### src/rtl/bl_zone_sched.sv
// Backlight zone scheduler: per-zone line-PWM with shadow/active duty banks.
// Optional registered duty readback port enabled by `define BL_DUTY_READBACK_EN.
module bl_zone_sched #(
    parameter int ZONE_W = 80
) (
    input  logic        iODCK,
    input  logic        iRST,
    input  logic        iDE,
    input  logic        iVS,
    input  logic [1:0]  iDutySW,
    input  logic        iWr_En,
    input  logic [4:0]  iWr_Zone,
    input  logic [6:0]  iWr_Duty,
    output logic        oWr_Rdy,
    output logic [11:0] oH_Count,
    output logic [4:0]  oZone,
    output logic [6:0]  oLine_Phase,
    output logic [23:0] oH_Duty,
`ifdef BL_DUTY_READBACK_EN
    output logic        oFrame_Err,
    output logic [6:0]  oRd_Duty
`else
    output logic        oFrame_Err
`endif
);

    localparam int NZ = 24;
    localparam int PW = (ZONE_W > 1) ? $clog2(ZONE_W) : 1;
    localparam logic [PW-1:0] PIX_LAST = PW'(ZONE_W - 1);
    localparam logic [4:0] ZONE_OOR = 5'd24;

    logic [PW-1:0] pix_cnt;
    logic          de_q;
    logic          line_end;
    logic          wr_acc;
    logic [6:0]    period;
    logic [6:0]    duty_sat;
    logic [23:0]   zone_oh;
    logic [23:0]   duty_on;
    logic [6:0]    shadow [NZ];
    logic [6:0]    active [NZ];

    always_comb begin
        period   = (iDutySW == 2'b01) ? 7'd64 : 7'd80;
        oWr_Rdy  = !iVS && !iRST;
        wr_acc   = iWr_En && oWr_Rdy;
        duty_sat = (iWr_Duty > 7'd80) ? 7'd80 : iWr_Duty;
        line_end = de_q && !iDE;
        zone_oh  = '0;
        duty_on  = '0;
        for (int z = 0; z < NZ; z++) begin
            zone_oh[z] = (oZone == 5'(z));
            duty_on[z] = (oLine_Phase < active[z]);
        end
    end

    // Zone tracking: pixel-in-zone counter carries into the zone counter,
    // which parks at 24 once the line runs past the last zone.
    always_ff @(posedge iODCK) begin
        if (iRST) begin
            oH_Count   <= '0;
            pix_cnt    <= '0;
            oZone      <= '0;
            oFrame_Err <= 1'b0;
            de_q       <= 1'b0;
        end else begin
            de_q <= iDE;
            if (iDE) begin
                oH_Count <= oH_Count + 12'd1;
                if (oZone == ZONE_OOR) begin
                    oFrame_Err <= 1'b1;
                end
                if (pix_cnt == PIX_LAST) begin
                    pix_cnt <= '0;
                    if (oZone != ZONE_OOR) begin
                        oZone <= oZone + 5'd1;
                    end
                end else begin
                    pix_cnt <= pix_cnt + PW'(1);
                end
            end else begin
                oH_Count <= '0;
                pix_cnt  <= '0;
                oZone    <= '0;
            end
        end
    end

    // A phase left above a newly shrunk period wraps at the next line end.
    always_ff @(posedge iODCK) begin
        if (iRST) begin
            oLine_Phase <= '0;
        end else if (iVS) begin
            oLine_Phase <= '0;
        end else if (line_end) begin
            if (oLine_Phase >= period - 7'd1) begin
                oLine_Phase <= '0;
            end else begin
                oLine_Phase <= oLine_Phase + 7'd1;
            end
        end
    end

    always_ff @(posedge iODCK) begin
        if (iRST) begin
            for (int z = 0; z < NZ; z++) begin
                shadow[z] <= '0;
                active[z] <= '0;
            end
        end else begin
            for (int z = 0; z < NZ; z++) begin
                if (wr_acc && iWr_Zone == 5'(z)) begin
                    shadow[z] <= duty_sat;
                end
            end
            if (iVS) begin
                for (int z = 0; z < NZ; z++) begin
                    active[z] <= shadow[z];
                end
            end
        end
    end

    always_ff @(posedge iODCK) begin
        if (iRST) begin
            oH_Duty <= '0;
        end else if (iDE) begin
            oH_Duty <= zone_oh & duty_on;
        end else begin
            oH_Duty <= '0;
        end
    end

`ifdef BL_DUTY_READBACK_EN
    logic [6:0] rd_sel;

    always_comb begin
        rd_sel = '0;
        for (int z = 0; z < NZ; z++) begin
            if (iWr_Zone == 5'(z)) begin
                rd_sel = active[z];
            end
        end
    end

    always_ff @(posedge iODCK) begin
        if (iRST) begin
            oRd_Duty <= '0;
        end else begin
            oRd_Duty <= rd_sel;
        end
    end
`endif

endmodule
### config.mk
export PLATFORM = sky130hd
export DESIGN_NAME = bl_zone_sched
export DESIGN_NICKNAME = d
export VERILOG_FILES = /design/src/rtl/bl_zone_sched.sv
export SDC_FILE = /design/constraint.sdc
export NUM_CORES = 1
export LEC_CHECK = 0
export CAP_MARGIN = 10
export CORE_MARGIN = 2
export CORE_UTILIZATION = 45
export DETAILED_ROUTE_END_ITERATION = 8
export HOLD_SLACK_MARGIN = 0.02
export PLACE_DENSITY_LB_ADDON = 0.08
export SLEW_MARGIN = 20
export SYNTH_ARGS = -nofsm -noshare
export SYNTH_HDL_FRONTEND = slang
export SYNTH_SLANG_ARGS = --single-unit
### constraint.sdc
create_clock -name iODCK -period 11.81 [get_ports iODCK]
set_clock_uncertainty 0.1 [all_clocks]
set_input_delay 2.362 -clock iODCK [delete_from_list [all_inputs] [get_ports iODCK]]
set_output_delay 2.362 -clock iODCK [all_outputs]
set_load 0.01 [all_outputs]
==> run summary, run 1 <==
The run finished with clean final reports. The worst setup path is captured at a primary output. For the worst-skew pair, the clock arrives at the later sink with an insertion delay of 0.56 ns.

The first-iteration detailed-routing DRC count is 543. The final antenna-violating net count is 0. Dividing the detail-routed via count by the number of cells gives 5.15. The largest voltage drop on the vdd net is 0.000118 V.

Entering global routing, the biggest net connects 105 pins. The predominant post-synthesis flop cell is edfxtp_1. The tree is rooted in a clkbuf_16. The wire length reported by the detailed router came out at 40.4 mm. The worst setup path is launched from an input pin. The final weighted congestion in routability-driven placement is 0.726. The top-level I/O count is 69. The smallest clock period supported by the final layout is computed as 6.56 ns. The net count of the mapped netlist came out at 1646. The synthesized cell area came out at 0.0181 mm2. The number of flops mapped to enable cells by yosys came out at 336. The share of the yosys chip area belonging to registers came out at 62.1%. The detailed-route DRC error count came out at 0. The most critical setup path has its startpoint at iVS. The final number of hold-violating endpoints was 0. The startpoint identified for the worst hold timing path is pix_cnt[0]$_SDFF_PP0_. At the worst endpoint, the required time is 9.35 ns. The first global-routing pass estimated 60.6 mm of wire.

The TritonCTS clock tree is yes. The routed wirelength normalized by instance count is 19.1 um. A synthesized cell averages 12.3 um2. The critical path data arrival time came out at 4.10 ns. The tightest min-delay check is of the reg2reg type. Summing internal, switching and leakage power gives 3.14 mW. At the end of the flow, the number of nets in the layout was 1731. In this run, placement finished with an instance count of 2037.

The leakage power of the design is 8.22 nW. The via count of the first global-routing pass is 10.4k. The die width is 205 um.

The core footprint came out at 0.0397 mm2. The clock-pin slew of the registers on the worst-case setup and hold paths came out at 0.06 ns. Global routing used 19.8% of the available tracks. The post-CTS setup-driven buffer insertion count came out at 0. The global-route congestion overflow total is 0. Yosys printed 0 warnings. The number of synthesized register bits is 393. Of all nets on the critical path, the largest fanout is 5. The count of standard-cell rows came out at 73. Leaving out fill and tap cells, the most frequent cells in the layout are edfxtp_1 (336), inv_1 (180), nor2_1 (169). The maximum level of the CTS H-tree is 2.

The count of mapped cells out of synthesis came out at 1472. The die is 205 um tall. In the final layout, the share of cells above drive strength 1 is 6.29%. Summed over all failing endpoints, the final setup total negative slack is 0 ns. The number of antenna violations at the first check in global routing is 1. Dividing the final minimum period by the clock period gives 55.6%. Counting along the longest clock path gives a buffer depth of 3. The number of detailed-routing iterations run before antenna repair came out at 5.

The via total after detailed routing came out at 10.9k. The number of gates resized after CTS was 0. The max-slew violation count is 0.

The post-detailed-placement half-perimeter wirelength came out at 23.0 mm. Setup violations remaining at the end of the flow were counted as 0. The final cell count without fillers came out at 2115. The worst slew slack as a fraction of its limit is 30.9%. In this run, post-CTS hold repair placed 0 buffers.

For the pin with the worst max-slew slack, the measured transition is 1.03 ns. The async set-reset flop share out of synthesis came out at 0%. The number of port buffers came out at 68. The die area is 0.0418 mm2.

The number of clock buffers inserted by TritonCTS came out at 43. The critical path is of the in2out type. The number of distinct standard cells referenced by the synthesized netlist came out at 57.

Timing would allow up to 152 MHz. The total clock sinks is 393. Setup repair after global routing left no endpoint under its margin.

The slowest library cell on the worst path is clkdlybuf4s50_1. In this run the critical register-to-register path is launched from oLine_Phase[1]$_SDFFE_PP0P_. The core utilization of the finished layout came out at 52.4%. The power per cell area came out at 151 mW/mm2. The highest cell delay on the worst timing path is 0.64 ns. The growth of design area from synthesis to finish came out at 15.1%. The most common cell after layout, fill and taps aside is edfxtp_1. Counting stages on the worst path, the most repeated cell is clkdlybuf4s50_1. The initial core utilization is 45.6%.

The critical path goes through clkdlybuf4s50_1, nor2_1, clkdlybuf4s50_1. The max-capacitance violation count is 0.
-- cells by family (layout without fill, tap and decap cells) --
group | Yosys count | count (layout) | synth area share [%]
multiplexers | 2 | 2 | 0.111
AND/OR/NAND/NOR | 490 | 490 | 14.8
flip-flops | 393 | 393 | 62.1
other | 0 | 1 | 0
buffers and inverters | 229 | 346 | 4.92
adder cells (fa/ha/maj) | 155 | 155 | 10.7
AO/OA/AOI/OAI | 195 | 195 | 7.06
XOR/XNOR | 8 | 8 | 0.387
-- synth_stat cells, types with 4 or more instances --
master	number	area, um2
a211oi_1	4	30.0
a21oi_1	57	285
a22oi_1	4	30.0
and2_1	129	807
buf_1	5	18.8
buf_2	6	30.0
clkbuf_1	34	128
dfxtp_1	57	1140
edfxtp_1	336	10100
ha_1	155	1940
inv_1	181	679
nand2_1	33	124
nand2b_1	4	25.0
nand3_1	20	100
nand4_1	7	43.8
nand4b_1	4	35.0
nor2_1	169	634
nor2b_1	56	350
nor3_1	5	25.0
nor3b_1	27	203
o2111a_1	23	259
o2111ai_1	13	114
o211ai_1	8	60.1
o21ai_0	61	305
o31ai_1	10	75.1
or3_1	7	43.8
or4_1	6	45.0
xnor2_1	6	52.6
-- worst paths after layout --
| check | depth (start not counted) | end | slack (ns) |
|---|---|---|---|
| setup / recovery | 3 | oWr_Rdy | 5.25 |
| hold / removal | 1 | pix_cnt[0]$_SDFF_PP0_ | 0.35 |
| setup reg to reg | 5 | oLine_Phase[4]$_SDFFE_PP0P_ | 9.41 |
| hold reg to reg | 1 | pix_cnt[0]$_SDFF_PP0_ | 0.35 |
-- layer usage --
layer  up-vias  global-route usage, %  routed length [um]
li1       5350                      -                   -
met3        81                   3.83                1960
met1      5220                   26.9               18600
met5         -                      0                   0
met2       235                   31.9               18700
met4         0                   6.42                1150
-- state kept, by name, indices dropped and copies added, names as in the netlist --
register and flops:
oH_Duty 24, oFrame_Err 1, oLine_Phase 7, de_q 1
oZone 5, active 168, pix_cnt 7, oH_Count 12
shadow 168
-- where the power goes --
| part | leakage (nW) | switching, mW | internal [mW] | total [mW] |
|---|---|---|---|---|
| clock network | 0.695 | 0.536 | 0.825 | 1.36 |
| registers | 3.90 | 0.0168 | 1.59 | 1.61 |
| logic | 3.62 | 0.110 | 0.0590 | 0.169 |
| total | 8.22 | 0.663 | 2.47 | 3.14 |
-- stage by stage --
step	setup WS, ns	hold WS (ns)	area, um2
final	5.25	0.347	20800
after global routing	5.16	0.390	20800
after CTS	5.21	0.346	20800
after detailed placement	5.22	0.338	19400
after global placement	5.20	0.334	19400
after floorplan	4.96	0.318	18100
-- worst max-delay path: cells and delay by family --
family | cells | cell delay [ns]
buf+inv | 2 | 1.26
simple gates | 1 | 0.47
-- layout make-up --
class,count,area [um2]
clock buffer,57,1170
antenna,1,2.50
clock inverter,20,250
fill,3468,18900
timing repair buffer,88,826
multi-input combinational,850,6000
sequential,393,11200
inverter,181,684
tap,525,657
Note: power is estimated with default switching activity, not from simulation.
==> inputs of run 2 (changes only) <==
- clock period: 11.81 -> 6.89 ns (I/O delays scaled with it)
==> run 2 against run 1 <==
Compared with the run above:
- core utilization rose by 0.19 points
- final cell count did not move
- sequential power rose by 71%
- highest routed layer unchanged
- critical endpoint unchanged
- via count barely moved
- wire length fell by 0.87%
- final area rose by 0.35%
==> run summary, run 2 (synthesis results as in run 1) <==
The final weighted congestion in routability-driven placement is 0.751 (was 0.726). The first-pass GRT wire length came out at 60.6 mm (about the same). The leakage power of the design is 8.25 nW (was 8.22 nW). The launch point of the worst path was iVS (unchanged). The TritonCTS clock tree is yes (unchanged). The post-cts gate resize count came out at 0 (unchanged).

The core footprint is 0.0397 mm2 (unchanged). The final antenna-violating net count came to 0 (unchanged). The kind of end point of the critical path was a primary output (unchanged). The maximum level of the CTS H-tree is 2 (unchanged). The measured slew at the worst slew-check pin came out at 1.09 ns (was 1.03 ns).

The tightest hold margin is 0.349 ns (was 0.347 ns). The final cell count without fillers is 2115 (unchanged). Timing would allow up to 217 MHz. The number of antenna diodes is 0 (was 1). The via total after detailed routing is 10.9k (about the same). The startpoint type of the worst setup path is an input pin (unchanged). The first-iteration detailed-routing DRC count was 592 (was 543). The largest net degree at the start of global routing is 99 (was 105).

The clock insertion delay at the later pin of the skew report is 0.56 ns (about the same). The total clock sinks is 393 (unchanged). The worst setup timing slack at the placement stage is 2.28 ns (was 5.22 ns). The data required time at the worst endpoint is 5.41 ns (was 9.35 ns). The worst slew slack as a fraction of its limit came out at 26.8% (was 30.9%). The routed wirelength normalized by instance count is 18.9 um (was 19.1 um). The count of standard-cell rows is 73 (unchanged). The die width came to 205 um (unchanged). The worst-path maximum fanout came out at 5 (unchanged). The root buffer selected by CTS is clkbuf_16 (unchanged).

The number of detailed-routing iterations run before antenna repair was 6 (was 5). The shortest clock period the worst path allows after layout is 4.60 ns. The clock-pin slew of the registers on the worst-case setup and hold paths is 0.06 ns (about the same).

The number of clock buffers inserted by TritonCTS came out at 43 (unchanged). The overall power came out at 5.46 mW (was 3.14 mW). The final worst-path cycle share came out at 66.8%.

Setup repair after global routing missed its margin: no (unchanged). The power per cell area is 261 mW/mm2 (was 151 mW/mm2). The count of hold-fix buffers inserted at cts is 0 (unchanged). The max-slew violation count is 0 (unchanged). The detailed-route DRC error count is 0 (unchanged).

The start point of the worst min-delay path is pix_cnt[0]$_SDFF_PP0_ (unchanged). The number of cells on the worst hold path came out at 1 (unchanged). The max-capacitance violation count is 0 (unchanged).

The final number of hold-violating endpoints is 0 (unchanged). The post-CTS setup-driven buffer insertion count is 0 (unchanged). The wire length reported by the detailed router came out at 40.0 mm (was 40.4 mm).

The post-detailed-placement half-perimeter wirelength came to 23.3 mm (was 23.0 mm). The largest buffer count on any clock path is 3 (unchanged). The setup-violating endpoint count in the final report was 0 (unchanged).

The finished layout cell area came out at 0.0209 mm2 (was 0.0208 mm2). The aggregate negative setup slack was 0 ns (unchanged). The die area came out at 0.0418 mm2 (unchanged). The total routing resource utilization after global routing came out at 19.7% (was 19.8%). The worst hold path class is reg2reg (unchanged). The share of post-route cells with drive strength above 1 is 6.54% (was 6.29%). The largest voltage drop on the vdd net is 0.000232 V (was 0.000118 V). Biggest registers after layout: active: 168 flops, shadow: 168 flops, oH_Duty: 24 flops (unchanged). The number of port buffers came out at 68 (unchanged).

The vertical extent of the die came out at 205 um (unchanged). The number of fillers in the final layout is 3444 (was 3468). Outcome: complete, no violations (unchanged). The initial core utilization is 45.6% (unchanged).

The growth of design area from synthesis to finish is 15.5% (was 15.1%). The placed instance area is 0.0194 mm2 (about the same). The layout net count was 1731 (unchanged). The critical register-to-register path startpoint was oLine_Phase[0]$_SDFFE_PP0P_ (was oLine_Phase[1]$_SDFFE_PP0P_).

The top-level I/O count is 69 (unchanged). The core utilization of the finished layout is 52.6% (was 52.4%). Highest-count cells in the layout ignoring fill and taps: edfxtp_1 (336), inv_1 (180), nor2_1 (169) (unchanged). The via-per-instance ratio came out at 5.15 (about the same).

The most common cell after layout, fill and taps aside was edfxtp_1 (unchanged). The depth of the worst register-to-register path came out at 5 (unchanged). The critical setup path kind was in2out (unchanged).

The number of cells in the design after placement is 2037 (unchanged). The via count of the first global-routing pass is 10.5k (was 10.4k). The critical path data arrival time came out at 3.12 ns (was 4.10 ns).

The global-route congestion overflow total came to 0 (unchanged). The number of antenna violations at the first check in global routing is 1 (unchanged). The final worst slack is 2.29 ns (was 5.25 ns).
## run 2: worst max-delay path, cell delays in order
cell             delay, ns
clkdlybuf4s50_1       0.65
nor2_1                0.46
clkdlybuf4s50_1       0.63
## run 2: power by group
group / internal, mW / leakage [nW] / total (mW) / switching [mW]
combinational: 0.102 / 3.62 / 0.289 / 0.187
clock: 1.50 / 0.729 / 2.41 / 0.918
sequential: 2.73 / 3.90 / 2.76 / 0.0302
## run 2: layer usage
metal	up-vias	GRT usage [%]	wire length, um
met3	74	3.60	1820
met1	5242	25.6	17900
met2	211	33.0	19000
met5	-	0	0
met4	0	6.94	1260
li1	5356	-	-
## run 2: final cells by class
| cell class | count | area [um2] | area share [%] |
|---|---|---|---|
| Clock buffer | 51 | 1160 | 5.54 |
| Multi-Input combinational cell | 850 | 6010 | 28.7 |
| Clock inverter | 27 | 330 | 1.58 |
| Sequential cell | 393 | 11200 | 53.8 |
| Tap cell | 525 | 657 | 3.14 |
| Timing Repair Buffer | 88 | 826 | 3.95 |
| Inverter | 181 | 684 | 3.27 |
## run 2: final timing paths
check / to / slack, ns
hold reg to reg: pix_cnt[0]$_SDFF_PP0_ / 0.35
setup reg to reg: oLine_Phase[3]$_SDFFE_PP0P_ / 4.44
hold / removal: pix_cnt[0]$_SDFF_PP0_ / 0.35
setup / recovery: oWr_Rdy / 2.29
==> inputs of run 3 (changes only) <==
- clock period: 6.89 -> 3.7 ns (I/O delays scaled with it)
==> run 3 against run 2 <==
Compared with the run above:
- largest power group unchanged
- final cell count up 2.6%
- via count rose by 2.2%
- core utilization up 1.3 points
- total power increased by 88%
- register-to-register slack got worse by 3.0 ns
- non-clock buffer count up 54
- die area is the same
==> run summary, run 3 (synthesis results as in run 1) <==
The max-capacitance violation count was 0 (unchanged). The most common cell after layout, fill and taps aside is edfxtp_1 (unchanged). The post-cts gate resize count is 0 (unchanged). The TritonCTS clock tree is yes (unchanged).

The overall power is 10.3 mW (was 5.46 mW). The worst hold path class is reg2reg (unchanged). The data required time at the worst endpoint is 2.86 ns (was 5.41 ns). The largest voltage drop on the vdd net is 0.000434 V (was 0.000232 V). The clock-pin slew of the registers on the worst-case setup and hold paths came out at 0.06 ns (about the same). The core footprint is 0.0397 mm2 (unchanged). The growth of design area from synthesis to finish came out at 18.2% (was 15.5%). The critical path data arrival time came out at 2.28 ns (was 3.12 ns). The worst path needs 3.12 ns of the cycle, external delays included.

Derived from the worst setup path, the maximum achievable clock frequency is 320 MHz. The post-detailed-placement half-perimeter wirelength was 27.3 mm (was 23.3 mm). The total routing resource utilization after global routing came out at 20.3% (was 19.7%). Outcome: complete, no violations (unchanged). The clock insertion delay at the later pin of the skew report is 0.56 ns (about the same). The number of antenna violations at the first check in global routing is 1 (unchanged). The via-per-instance ratio is 5.12 (was 5.15). The detailed-route DRC error count is 0 (unchanged).

The root buffer selected by CTS is clkbuf_16 (unchanged). The routed wirelength normalized by instance count was 19.0 um (was 18.9 um). The final antenna-violating net count came out at 0 (unchanged). The wire length reported by the detailed router came out at 41.3 mm (was 40.0 mm).

The die area came out at 0.0418 mm2 (unchanged). The via count of the first global-routing pass came to 10.9k (was 10.5k). Setup repair after global routing missed its margin: no (unchanged). The startpoint type of the worst setup path is an input pin (unchanged).

The final weighted congestion in routability-driven placement came out at 0.768 (was 0.751). The number of detailed-routing iterations run before antenna repair was 5 (was 6). The max-slew violation count came to 0 (unchanged). The via total after detailed routing was 11.1k (was 10.9k).

Critical path cell sequence: clkdlybuf4s50_1, nor2_4, clkdlybuf4s50_1 (was clkdlybuf4s50_1, nor2_1, clkdlybuf4s50_1). The number of port buffers was 68 (unchanged). The power per cell area came out at 479 mW/mm2 (was 261 mW/mm2). Biggest registers after layout: active: 168 flops, shadow: 168 flops, oH_Duty: 24 flops (unchanged). The layout net count is 1786 (was 1731). The highest cell delay on the worst timing path came to 0.69 ns (was 0.65 ns). The measured slew at the worst slew-check pin is 0.784 ns (was 1.09 ns).

The count of hold-fix buffers inserted at cts came to 0 (unchanged). The number of clock buffers inserted by TritonCTS came out at 44 (was 43). The worst setup timing slack at the placement stage is 0.523 ns (was 2.28 ns).

The final cell count without fillers came to 2171 (was 2115). The vertical extent of the die is 205 um (unchanged). The top-level I/O count came out at 69 (unchanged). The final number of hold-violating endpoints is 0 (unchanged). The largest net degree at the start of global routing is 85 (was 99).

The share of post-route cells with drive strength above 1 is 9.60% (was 6.54%). The final worst slack came to 0.575 ns (was 2.29 ns). The number of cells in the design after placement is 2091 (was 2037). The largest buffer count on any clock path is 3 (unchanged). The worst slew slack as a fraction of its limit came out at 47.5% (was 26.8%). The number of fillers in the final layout came to 3400 (was 3444). The setup-violating endpoint count in the final report came out at 0 (unchanged).

The initial core utilization was 45.6% (unchanged). The die width is 205 um (unchanged). The cell seen most often among critical-path stages is clkdlybuf4s50_1 (unchanged). The post-CTS setup-driven buffer insertion count came out at 0 (unchanged). The leakage power of the design came to 8.53 nW (was 8.25 nW).

The slowest library cell on the worst path is clkdlybuf4s50_1 (unchanged). The global-route congestion overflow total came out at 0 (unchanged). The kind of end point of the critical path is a primary output (unchanged).

The worst-path maximum fanout came out at 5 (unchanged). The first-iteration detailed-routing DRC count was 558 (was 592). The first-pass GRT wire length came out at 62.9 mm (was 60.6 mm). The critical setup path kind is in2out (unchanged). The maximum level of the CTS H-tree was 2 (unchanged). The total clock sinks was 393 (unchanged). The number of antenna diodes came to 0 (unchanged). The count of standard-cell rows came to 73 (unchanged). Highest-count cells in the layout ignoring fill and taps: edfxtp_1 (336), inv_1 (180), nor2_1 (168) (was edfxtp_1 (336), inv_1 (180), nor2_1 (169)). The final worst-path cycle share came out at 84.5%.
run 3: cell types whose count changed in the layout (fill, tap and decap cells not counted), sizes merged:
cell / before / now
buf: 21 / 75
clkbuf: 51 / 57
clkinv: 17 / 11
clkinvlp: 2 / 5
bufinv: 8 / 7
run 3: power by group:
group / total, mW / switching [mW] / internal, mW
clock: 4.54 / 1.74 / 2.80
combinational: 0.579 / 0.359 / 0.219
sequential: 5.13 / 0.0610 / 5.07
total: 10.3 / 2.16 / 8.10
run 3: final timing paths:
check        slack [ns]  cells past startpoint                         from                    end
min                0.35                      1        pix_cnt[0]$_SDFF_PP0_  pix_cnt[0]$_SDFF_PP0_
max                0.58                      3                          iVS                oWr_Rdy
min reg2reg        0.35                      1        pix_cnt[0]$_SDFF_PP0_  pix_cnt[0]$_SDFF_PP0_
max reg2reg        1.41                      5  oLine_Phase[5]$_SDFFE_PP0P_  oH_Duty[9]$_SDFF_PP0_
run 3: cell type report:
type,count,area (um2),area share [%]
repair buffers,142,1310,6.10
clock buffers,57,1210,5.67
inverters,181,683,3.19
flip-flops and latches,393,11200,52.5
well taps,525,657,3.07
clock inverters,23,304,1.42
multi-input cells,850,6000,28.0
run 3: worst max-delay path: cells and delay by family:
family                 cells  cell delay (ns)
AND/OR/NAND/NOR            1             0.29
buffers and inverters      2             1.26
run 3: metal layers:
layer | routed length [um] | vias to the layer above | share of wire (%) | global-route usage, %
li1 | - | 5457 | - | -
met1 | 18600 | 5383 | 45 | 27.0
met2 | 19700 | 218 | 48 | 34.1
met3 | 1890 | 59 | 4.6 | 2.80
met4 | 1070 | 0 | 2.6 | 6.88
met5 | 0 | - | 0 | 0
run 3: stage by stage:
| stage | instance area, um2 | hold WS (ns) | setup TNS, ns | util [%] |
|---|---|---|---|---|
| floorplan | 18100 | 0.318 | -79.02 | - |
| global placement | 19900 | 0.339 | 0 | 50.0 |
| detailed placement | 19900 | 0.345 | 0 | 50.0 |
| CTS | 21400 | 0.354 | 0 | 53.9 |
| global route | 21400 | 0.378 | 0 | 53.9 |
| finish | 21400 | 0.351 | 0 | 53.9 |
